File: src/rtl/cpu_byte_bridge.sv
// cpu_byte_bridge: splits a 32-bit CPU word access into byte accesses,
// one per enabled lane in ascending order, with a per-lane ack timeout.
// Ports:
//   clk, rst (sync, active-low)
//   CPU side : mem_read, mem_write, mem_byte_enable, mem_address,
//              mem_wdata -> mem_resp, mem_rdata, err
//   Byte side: bmem_req, bmem_we, bmem_addr, bmem_wdata <- bmem_ack,
//              bmem_rdata
module cpu_byte_bridge #(
    parameter int unsigned ACK_TIMEOUT = 255
) (
    input  logic        clk,
    input  logic        rst,
    input  logic        mem_read,
    input  logic        mem_write,
    input  logic [3:0]  mem_byte_enable,
    input  logic [31:0] mem_address,
    input  logic [31:0] mem_wdata,
    output logic        mem_resp,
    output logic [31:0] mem_rdata,
    output logic        err,
    output logic        bmem_req,
    output logic        bmem_we,
    output logic [31:0] bmem_addr,
    output logic [7:0]  bmem_wdata,
    input  logic        bmem_ack,
    input  logic [7:0]  bmem_rdata
);

    typedef enum logic [1:0] {
        S_IDLE,
        S_XFER,
        S_RESP
    } state_t;

    // Abort fires on the cycle whose count would reach ACK_TIMEOUT,
    // so bmem_req is high for exactly ACK_TIMEOUT cycles.
    localparam logic [7:0] LP_WAIT_LAST = 8'(ACK_TIMEOUT - 1);

    state_t      r_state;
    state_t      w_state_nxt;
    logic [29:0] r_addr;
    logic [3:0]  r_pend;
    logic [31:0] r_wdata;
    logic        r_we;
    logic [1:0]  r_lane;
    logic [7:0]  r_wait;
    logic        r_err;
    logic [31:0] r_rdata;

    logic        w_req;
    logic [3:0]  w_pend_left;
    logic        w_timeout;

    function automatic logic [1:0] f_low_lane(input logic [3:0] i_m);
        logic [1:0] v;
        v = 2'd0;
        for (int i = 3; i >= 0; i--) begin
            if (i_m[i]) begin
                v = 2'(i);
            end
        end
        return v;
    endfunction

    assign w_req       = mem_read | mem_write;
    // Lanes still to service once the current one completes.
    assign w_pend_left = r_pend & ~(4'b0001 << r_lane);
    assign w_timeout   = (r_wait == LP_WAIT_LAST);

    always_ff @(posedge clk) begin
        if (!rst) begin
            r_state <= S_IDLE;
        end else begin
            r_state <= w_state_nxt;
        end
    end

    always_comb begin
        w_state_nxt = r_state;
        mem_resp    = 1'b0;
        err         = 1'b0;
        bmem_req    = 1'b0;
        bmem_we     = 1'b0;
        unique case (r_state)
            S_IDLE: begin
                if (w_req) begin
                    if (mem_byte_enable == 4'b0000) begin
                        w_state_nxt = S_RESP;
                    end else begin
                        w_state_nxt = S_XFER;
                    end
                end
            end
            S_XFER: begin
                bmem_req = 1'b1;
                bmem_we  = r_we;
                if (bmem_ack) begin
                    if (w_pend_left == 4'b0000) begin
                        w_state_nxt = S_RESP;
                    end
                end else if (w_timeout) begin
                    w_state_nxt = S_RESP;
                end
            end
            S_RESP: begin
                mem_resp    = 1'b1;
                err         = r_err;
                w_state_nxt = S_IDLE;
            end
            default: begin
                w_state_nxt = S_IDLE;
            end
        endcase
    end

    always_ff @(posedge clk) begin
        if (!rst) begin
            r_addr  <= '0;
            r_pend  <= '0;
            r_wdata <= '0;
            r_we    <= 1'b0;
            r_lane  <= '0;
            r_wait  <= '0;
            r_err   <= 1'b0;
            r_rdata <= '0;
        end else begin
            unique case (r_state)
                S_IDLE: begin
                    if (w_req) begin
                        r_addr  <= mem_address[31:2];
                        r_pend  <= mem_byte_enable;
                        r_wdata <= mem_wdata;
                        r_we    <= mem_write;
                        r_lane  <= f_low_lane(mem_byte_enable);
                        r_wait  <= '0;
                        r_err   <= 1'b0;
                        r_rdata <= '0;
                    end
                end
                S_XFER: begin
                    if (bmem_ack) begin
                        if (!r_we) begin
                            r_rdata[{r_lane, 3'b000} +: 8] <= bmem_rdata;
                        end
                        r_pend <= w_pend_left;
                        r_wait <= '0;
                        if (w_pend_left != 4'b0000) begin
                            r_lane <= f_low_lane(w_pend_left);
                        end
                    end else if (w_timeout) begin
                        r_err  <= 1'b1;
                        r_pend <= '0;
                    end else begin
                        r_wait <= r_wait + 8'd1;
                    end
                end
                default: begin
                end
            endcase
        end
    end

    assign mem_rdata  = r_rdata;
    assign bmem_addr  = {r_addr, r_lane};
    assign bmem_wdata = r_wdata[{r_lane, 3'b000} +: 8];

endmodule

File: config.mk
export PLATFORM = sky130hd
export DESIGN_NAME = cpu_byte_bridge
export DESIGN_NICKNAME = d
export VERILOG_FILES = /design/src/rtl/cpu_byte_bridge.sv
export SDC_FILE = /design/constraint.sdc
export NUM_CORES = 1
export LEC_CHECK = 0
export BUFFER_PORTS_ARGS = -buffer_cell sky130_fd_sc_hd__buf_2
export CAP_MARGIN = 20
export CORE_ASPECT_RATIO = 1.2
export CORE_MARGIN = 4
export CORE_UTILIZATION = 40
export DETAILED_ROUTE_END_ITERATION = 10
export PLACE_DENSITY_LB_ADDON = 0.25
export SLEW_MARGIN = 20
export SYNTH_ARGS = -nofsm -noshare
export SYNTH_HDL_FRONTEND = slang
export SYNTH_SLANG_ARGS = --single-unit
File: constraint.sdc
create_clock -name clk -period 2.5 [get_ports clk]
set_clock_uncertainty 0.15 [all_clocks]
set_input_delay 0.5 -clock clk [delete_from_list [all_inputs] [get_ports clk]]
set_output_delay 0.5 -clock clk [all_outputs]
set_load 0.02 [all_outputs]
After elaboration in Yosys (flattened, before gate mapping) --
Index checks and enable logic that the tools add are counted.
Storage, ports and cells: output and inout port bits 76, bits of input ports 81, flip-flop bits (word level) 112
Operators by class: shifts and indexed selects 4, multiplexer cells 39, bitwise gates (word level) 3, equal/unequal tests 12, reductions and logical operators 12, add/sub/neg operators 2
Operators by type and width (number):
- $mux W32 | 3
- $pmux W32 S2 | 1
- $bwmux W32 | 1
- $mux W2 | 16
- $shift A8 B7 Y32 const A | 1
- $shiftx A32 B6 Y8 | 1
- $shiftx A8 B7 Y32 | 1
- $mux W8 | 3
- $pmux W8 S2 | 1
- $mux W4 | 3
- $ne A2 B2 Y1 const B | 6
- $reduce_and A4 Y1 | 3
- $ne A3 B3 Y1 const B | 3
- $reduce_and A3 Y1 | 3
- $add A8 B1 Y8 const B | 1
- $eq A8 B8 Y1 const B | 1
- $logic_not A4 Y1 | 2
- $pmux W2 S2 | 2
- $pmux W4 S2 | 1
- $mux W1 | 7
- $neg A5 Y7 | 1
- $and A4 B4 Y4 | 1
- $not A4 Y4 | 1
- $reduce_bool A4 Y1 | 1
- other kinds (8) | 8

Longest topological paths before layout --
Gate-level depths: netlist of the first run.
word-level depth 10, gate-level depth with buffers 8

Least setup slack after synthesis of the first run --
No wires, ideal clock.
kind reg2reg, start reg r_lane[1], end reg r_rdata[24] (netlist: mem_rdata[24]), setup slack 0.358 ns, stages on the path, launching flop included 9, data required time 2.281 ns, data arrival time 1.924 ns, library setup time 0.069 ns, path through dfxtp_1 -> clkbuf_1 -> inv_1 -> ha_1 -> nor3b_2 -> and4b_1 -> buf_2 -> nand3_1 -> o21ai_1
Between the ends: longest elaborated chain between the ends 6, elaborated cells between the ends (all ways) 7
RTL lines:
- start: declaration | RTL line 46 | logic [1:0] r_lane;
- start signal: assignment | RTL line 135 | r_lane <= f_low_lane(mem_byte_enable);
- start signal: assignment | RTL line 149 | r_lane <= f_low_lane(w_pend_left);
- $neg A5 Y7 * | RTL line 144 | r_rdata[{r_lane, 3'b000} +: 8] <= bmem_rdata;
- $shiftx A8 B7 Y32 or $shift A8 B7 Y32 (tied branches) | RTL line 144
- $bwmux W32 * | RTL line 144
- $mux W32 * | RTL line 143 | if (!r_we) begin
- $mux W32 * | RTL line 142 | if (bmem_ack) begin
- $pmux W32 S2 * | RTL line 128 | unique case (r_state)
- end signal: indexed assignment | RTL line 144
- end: declaration | RTL line 49 | logic [31:0] r_rdata;
Every way passes the cells marked *; elsewhere a longest branch is shown, timed or not. The select of a mux whose other input is x is not followed. A chain may end at the register's enable or synchronous reset.

Final worst setup path of the first run --
start reg r_lane[0], end out bmem_wdata[3]
Between the ends: longest elaborated chain between the ends 1
RTL lines:
- $shiftx A32 B6 Y8 | RTL line 166 | assign bmem_wdata = r_wdata[{r_lane, 3'b000} +: 8];
- end: declaration | RTL line 25 | output logic [7:0] bmem_wdata,
No other way between the ends.

==> results of run 1 <==
-- sequential cells by signal, summed over array words and instances (netlist names) --
name and flops:
r_pend 4, r_wdata 32, r_we 1, r_wait 8, r_addr 30, mem_rdata 32
r_err 1, r_state 2, r_lane 2
-- cell families after synthesis --
family	Yosys count	share of synthesized area, %
simple gates	249	24.1
compound gates	134	17.1
flops	112	46.4
buf+inv	50	5.23
mux	16	5.39
fa+ha+maj	7	1.81
-- synth_stat cells (4+ instances only) --
| library cell | n |
|---|---|
| dfxtp_1 | 112 |
| a21oi_1 | 68 |
| buf_2 | 13 |
| nand3_1 | 57 |
| clkbuf_1 | 15 |
| nand2_1 | 149 |
| mux2i_1 | 8 |
| nor2_1 | 7 |
| buf_4 | 11 |
| inv_1 | 5 |
| ha_1 | 7 |
| o21ai_1 | 25 |
| nand2b_1 | 6 |
| nor4_1 | 4 |
| mux4_2 | 8 |
-- area by class of cell --
cell class / count / area share (%)
Antenna cell: 1 / 0.0420
Inverter: 8 / 0.504
Multi-Input combinational cell: 406 / 39.3
Clock buffer: 12 / 4.30
Sequential cell: 112 / 37.6
Tap cell: 157 / 3.30
Timing Repair Buffer: 164 / 14.6
Clock inverter: 2 / 0.273
-- placed cells by master, fill, tap and decap left out, types with 6 or more instances in the layout --
master       n
a21oi_1     68
buf_2      154
buf_4        8
clkbuf_16    9
dfxtp_1    112
ha_1         7
mux2i_1      8
mux4_2       8
nand2_1    148
nand2b_1     6
nand3_1     57
nor2_1       7
o21ai_1     25
-- layer usage --
metal	GRT usage, %	up-vias	share of wire, %
li1	-	2241	-
met1	23.8	2034	44
met2	28.9	149	47
met3	4.67	18	7.5
met4	5.50	4	1.4
met5	0	-	0.11
-- path summary, 6_finish.rpt --
path                 startpoint       endpoint  slack [ns]  depth (start not counted)
setup / recovery      r_lane[0]  bmem_wdata[3]        0.17                          3
hold / removal    mem_wdata[21]    r_wdata[21]        0.24                          3
hold reg to reg    mem_rdata[8]   mem_rdata[8]        0.30                          2
setup reg to reg     r_state[0]      r_wait[5]        0.50                          4
-- through the flow --
stage,instance area (µm²),total power [mW]
after floorplan,4830,2.83
after detailed placement,5680,3.14
final,5960,4.43
after CTS,5960,4.49
after global routing,5960,4.69
after global placement,5680,3.11
-- report_power, final --
| group | internal, mW | switching, mW | leakage (nW) |
|---|---|---|---|
| clock network | 0.722 | 0.613 | 0.131 |
| registers | 1.92 | 0.0856 | 0.916 |
| logic | 0.395 | 0.690 | 1.49 |
| total | 3.04 | 1.39 | 2.53 |
-- worst max-delay path, cell delays in order, from the launching register on --
cell     delay, ns
dfxtp_1       0.33
buf_4         0.29
mux4_2        0.55
buf_2         0.17
==> metrics, run 1 <==
status finished, final reports clean; worst skew pair latency between 0.3 and 0.4 ns; fin crit share roughly 93%; max_cap viols 0; Nets approximately 800; Site Rows 43; share of Yosys cell area claimed by the top area cell type 46.4%; routed vias 4446; Leak about 2.5 nW; synthesis warning total 0; dpl hpwl just over 9 mm; number of synthesized flops with an enable pin 0; combined flip-flop and latch cell area between 0.002 and 0.0025 mm²; GRT Residual Overflow 0; pwr dens roughly 740 mW/mm²; maximum operating frequency around 430 MHz; pre-CTS setup slack 0.506 ns; Area Overhead vs Synth 23.4%; final setup fails 0; kind of critical path register to output port; share of cells above drive strength 1 roughly 29%; Num CTS Buffers 9; #FFs+latches synth roughly 110; number of H-tree levels 3; largest net degree at the start of global routing 63; antenna violations before repair 2; Final ANT Viol Nets 0; maximum vdd drop 0.363 mV; Total Wirelength ~12 mm; CP Capture Type output port; Avg Vias per Cell ~5.2; RSZ-0062 raised after global routing false; # fillers 1127; Slew Limit Fails 0; Root Driver clkbuf_16; Post-Syn Area per Cell around 8.5 µm²; Initial Utilization roughly two fifths; fin util between 50% and 60%; first-pass GRT wire length slightly above 20 mm; max_slew headroom 54.2%; CTS Sinks 112; Final GP Congestion just over 0.8; fin cells about 860; Post-CTS Resized 0; Post-Syn Instances 568; total track usage 18.0%; hold-fix buffer count after cts 0; Clock transition at path regs ~0.07 ns; hold_ws 0.242 ns; DIE AREA about 0.014 mm²; Placed Cells 847; Final Hold Violating Endpoints 0; Setup crit start kind register; Die X roughly 110 µm; Syn Nets approximately 660; # port buffers 154; DRC 0; vias in the first global route just over 4000; setup TNS 0 ns; Seq/Total Area, Yosys approximately 46%; Iteration-0 DRC Markers between 200 and 300; Wirelength per Cell between 10 and 15 µm; Core Area ~0.012 mm²; required time of the critical path ~1.9 ns; Yosys cell types approximately 60; Multi-input gate area approximately 0.0023 mm²; Pre-antenna DRT Iters 4; Boundary Pins 157; worst hold-check path type primary input to register; CTS tree yes; Tmin final about 2.3 ns; CP arrival ~1.7 ns; top area cells in the synthesized netlist dfxtp_1, nand2_1, a21oi_1, nand3_1, mux4_2; postcts setup bufs 0; DIE HEIGHT around 130 µm; synthesized area around 0.0048 mm²; Post-synth ARST share 0%; Longest Clk Path Bufs 2; worst-path fanout max 15; leading area contributor after synthesis dfxtp_1; Slew @ Worst Pin 0.687 ns; main flop type after synthesis dfxtp_1; PnR worst setup slack approximately 0.17 ns
Power figures use the tool's default switching activity.
==> run 2: changes to the inputs <==
RECOVER_POWER = 50   (was not set)
==> run 2 against run 1 <==
Worst setup slack better by 0.015 ns. Cell area is 1.5% lower. Wire length grew 0.21%. Cell count stayed put. Via count shrank 0.18%. Non-clock buffer count is the same. Register-to-register slack is essentially flat. Sequential power about the same. Die area unchanged. Maximum frequency rose by 0.67%. Critical endpoint unchanged. Largest cell class unchanged.
==> metrics, run 2 (synthesis gave the netlist of run 1 again) <==
Root Driver clkbuf_16; largest net degree at the start of global routing 63 (unchanged); # port buffers 154 (unchanged); Slew @ Worst Pin 0.699 ns (+0.0119 ns); # fillers 1166 (+3.5%); Num CTS Buffers 9 (unchanged); pwr dens 750 mW/mm² (+0.96%); routed vias 4438 (-0.18%); postcts setup bufs 0 (unchanged); internal power 3.02 mW (-0.64%); Clk pwr share 30.4% (+0.2 points); worst hold-check path type primary input to register; max_cap viols 0 (unchanged); RSZ-0062 raised after global routing false; Final GP Congestion 0.821 (unchanged); Core Area 0.0117 mm² (unchanged); hold-fix buffer count after cts 0 (unchanged); Tmin final 2.32 ns (-0.0154 ns); Logic pwr share 24.0% (-0.5 points); DRC 0 (unchanged); DIE AREA 0.0139 mm² (unchanged); Leak 2.27 nW (-10%); worst skew pair latency 0.34 ns (about the same); kind of critical path register to output port; Initial Utilization 41.4% (unchanged); Final ANT Viol Nets 0 (unchanged); total track usage 18.0% (unchanged); Setup crit start kind register; CTS tree yes; status finished, final reports clean; maximum operating frequency 432 MHz (+0.67%); Pre-antenna DRT Iters 4 (unchanged); DIE HEIGHT 128 µm (unchanged); dpl hpwl 9.05 mm (unchanged); CTS Sinks 112 (unchanged); Die X 108 µm (unchanged); Post-CTS Resized 0 (unchanged); Longest Clk Path Bufs 2 (unchanged); CP arrival 1.67 ns (about the same); M1 GR Usage 23.8% (unchanged); sw frac 31.4% (+0.041 points); max_slew headroom 53.0% (-1.2 points); most common cell after layout, fill and taps aside nand2_1; GRT Max-Usage Layer met2; fin crit share 92.7% (-0.62 points); antenna violations before repair 2 (unchanged); Total Wirelength 12.5 mm (+0.21%); hold_ws 0.241 ns (-0.000678 ns); setup TNS 0 ns (unchanged); Area Overhead vs Synth 21.5%; vias in the first global route 4155 (unchanged); Wirelength per Cell 14.5 µm (+0.21%); first-pass GRT wire length 20.2 mm (unchanged); Slew Limit Fails 0 (unchanged); Reg power frac 45.6% (+0.3 points); share of cells above drive strength 1 19.9% (-9.1 points); number of H-tree levels 3 (unchanged); required time of the critical path 1.85 ns (about the same); GRT Residual Overflow 0 (unchanged); Iteration-0 DRC Markers 249 (-16%); Clock transition at path regs 0.07 ns (about the same); Site Rows 43 (unchanged); met2 Resource Use GR 28.9% (unchanged); worst-path fanout max 15 (unchanged); commonest non-fill, non-tap cells in the layout nand2_1, dfxtp_1, buf_2, a21oi_1, clkbuf_1; Boundary Pins 157 (unchanged); Switch Pwr 1.38 mW (-0.45%); final setup fails 0 (unchanged); met3 Use GR 4.67% (unchanged); Nets 789 (unchanged); CP Capture Type output port; Avg Vias per Cell 5.15 (-0.18%); Final Hold Violating Endpoints 0 (unchanged); maximum vdd drop 0.362 mV (-0.35%)
-- run 2: area by class of cell --
cell class	count	area [µm²]	share of cell area [%]
clock buffer	12	256	4.37
clock inverter	2	16.3	0.277
tap	157	196	3.35
antenna	1	2.50	0.0426
inverter	8	30.0	0.512
multi-input combinational	406	2330	39.7
sequential	112	2240	38.2
timing repair buffer	164	792	13.5
-- run 2: power groups by stage --
stage	Clock [mW]	Sequential, mW	Combinational, mW
floorplan	0	2.10	0.731
global placement	0	2.04	1.07
detailed placement	0	2.05	1.09
CTS	1.39	2.01	1.09
global route	1.47	2.03	1.17
finish	1.34	2.01	1.06
-- run 2: final timing paths --
kind / startpoint / cells past startpoint / endpoint / slack (ns)
min: mem_wdata[21] / 3 / r_wdata[21] / 0.24
min reg2reg: r_wdata[4] / 2 / r_wdata[4] / 0.30
max: r_lane[0] / 3 / bmem_wdata[3] / 0.18
max reg2reg: r_state[0] / 4 / r_wait[5] / 0.50
-- run 2: through the flow --
step / instance area, µm² / power (mW) / std cells / worst slack, ns / utilization [%]
5_1_grt: 5870 / 4.66 / 861 / 0.0982 / 50.2
2_1_floorplan: 4830 / 2.83 / 568 / 0.358 / -
3_3_place_gp: 5680 / 3.11 / 847 / 0.523 / 48.7
4_1_cts: 5960 / 4.49 / 861 / 0.144 / 51.0
3_5_place_dp: 5680 / 3.14 / 847 / 0.506 / 48.7
6_report: 5870 / 4.40 / 862 / 0.183 / 50.3
-- run 2: worst max-delay path, cell delays in order, from the launching register on --
cell and delay, ns:
dfxtp_1 0.33, buf_4 0.27, mux4_2 0.54, buf_2 0.17
-- run 2: metal layers --
metal  vias to the layer above  share of wire, %
met4                         4               1.2
met1                      2030                43
li1                       2240                 -
met5                         -              0.11
met3                        14               8.0
met2                       150                47
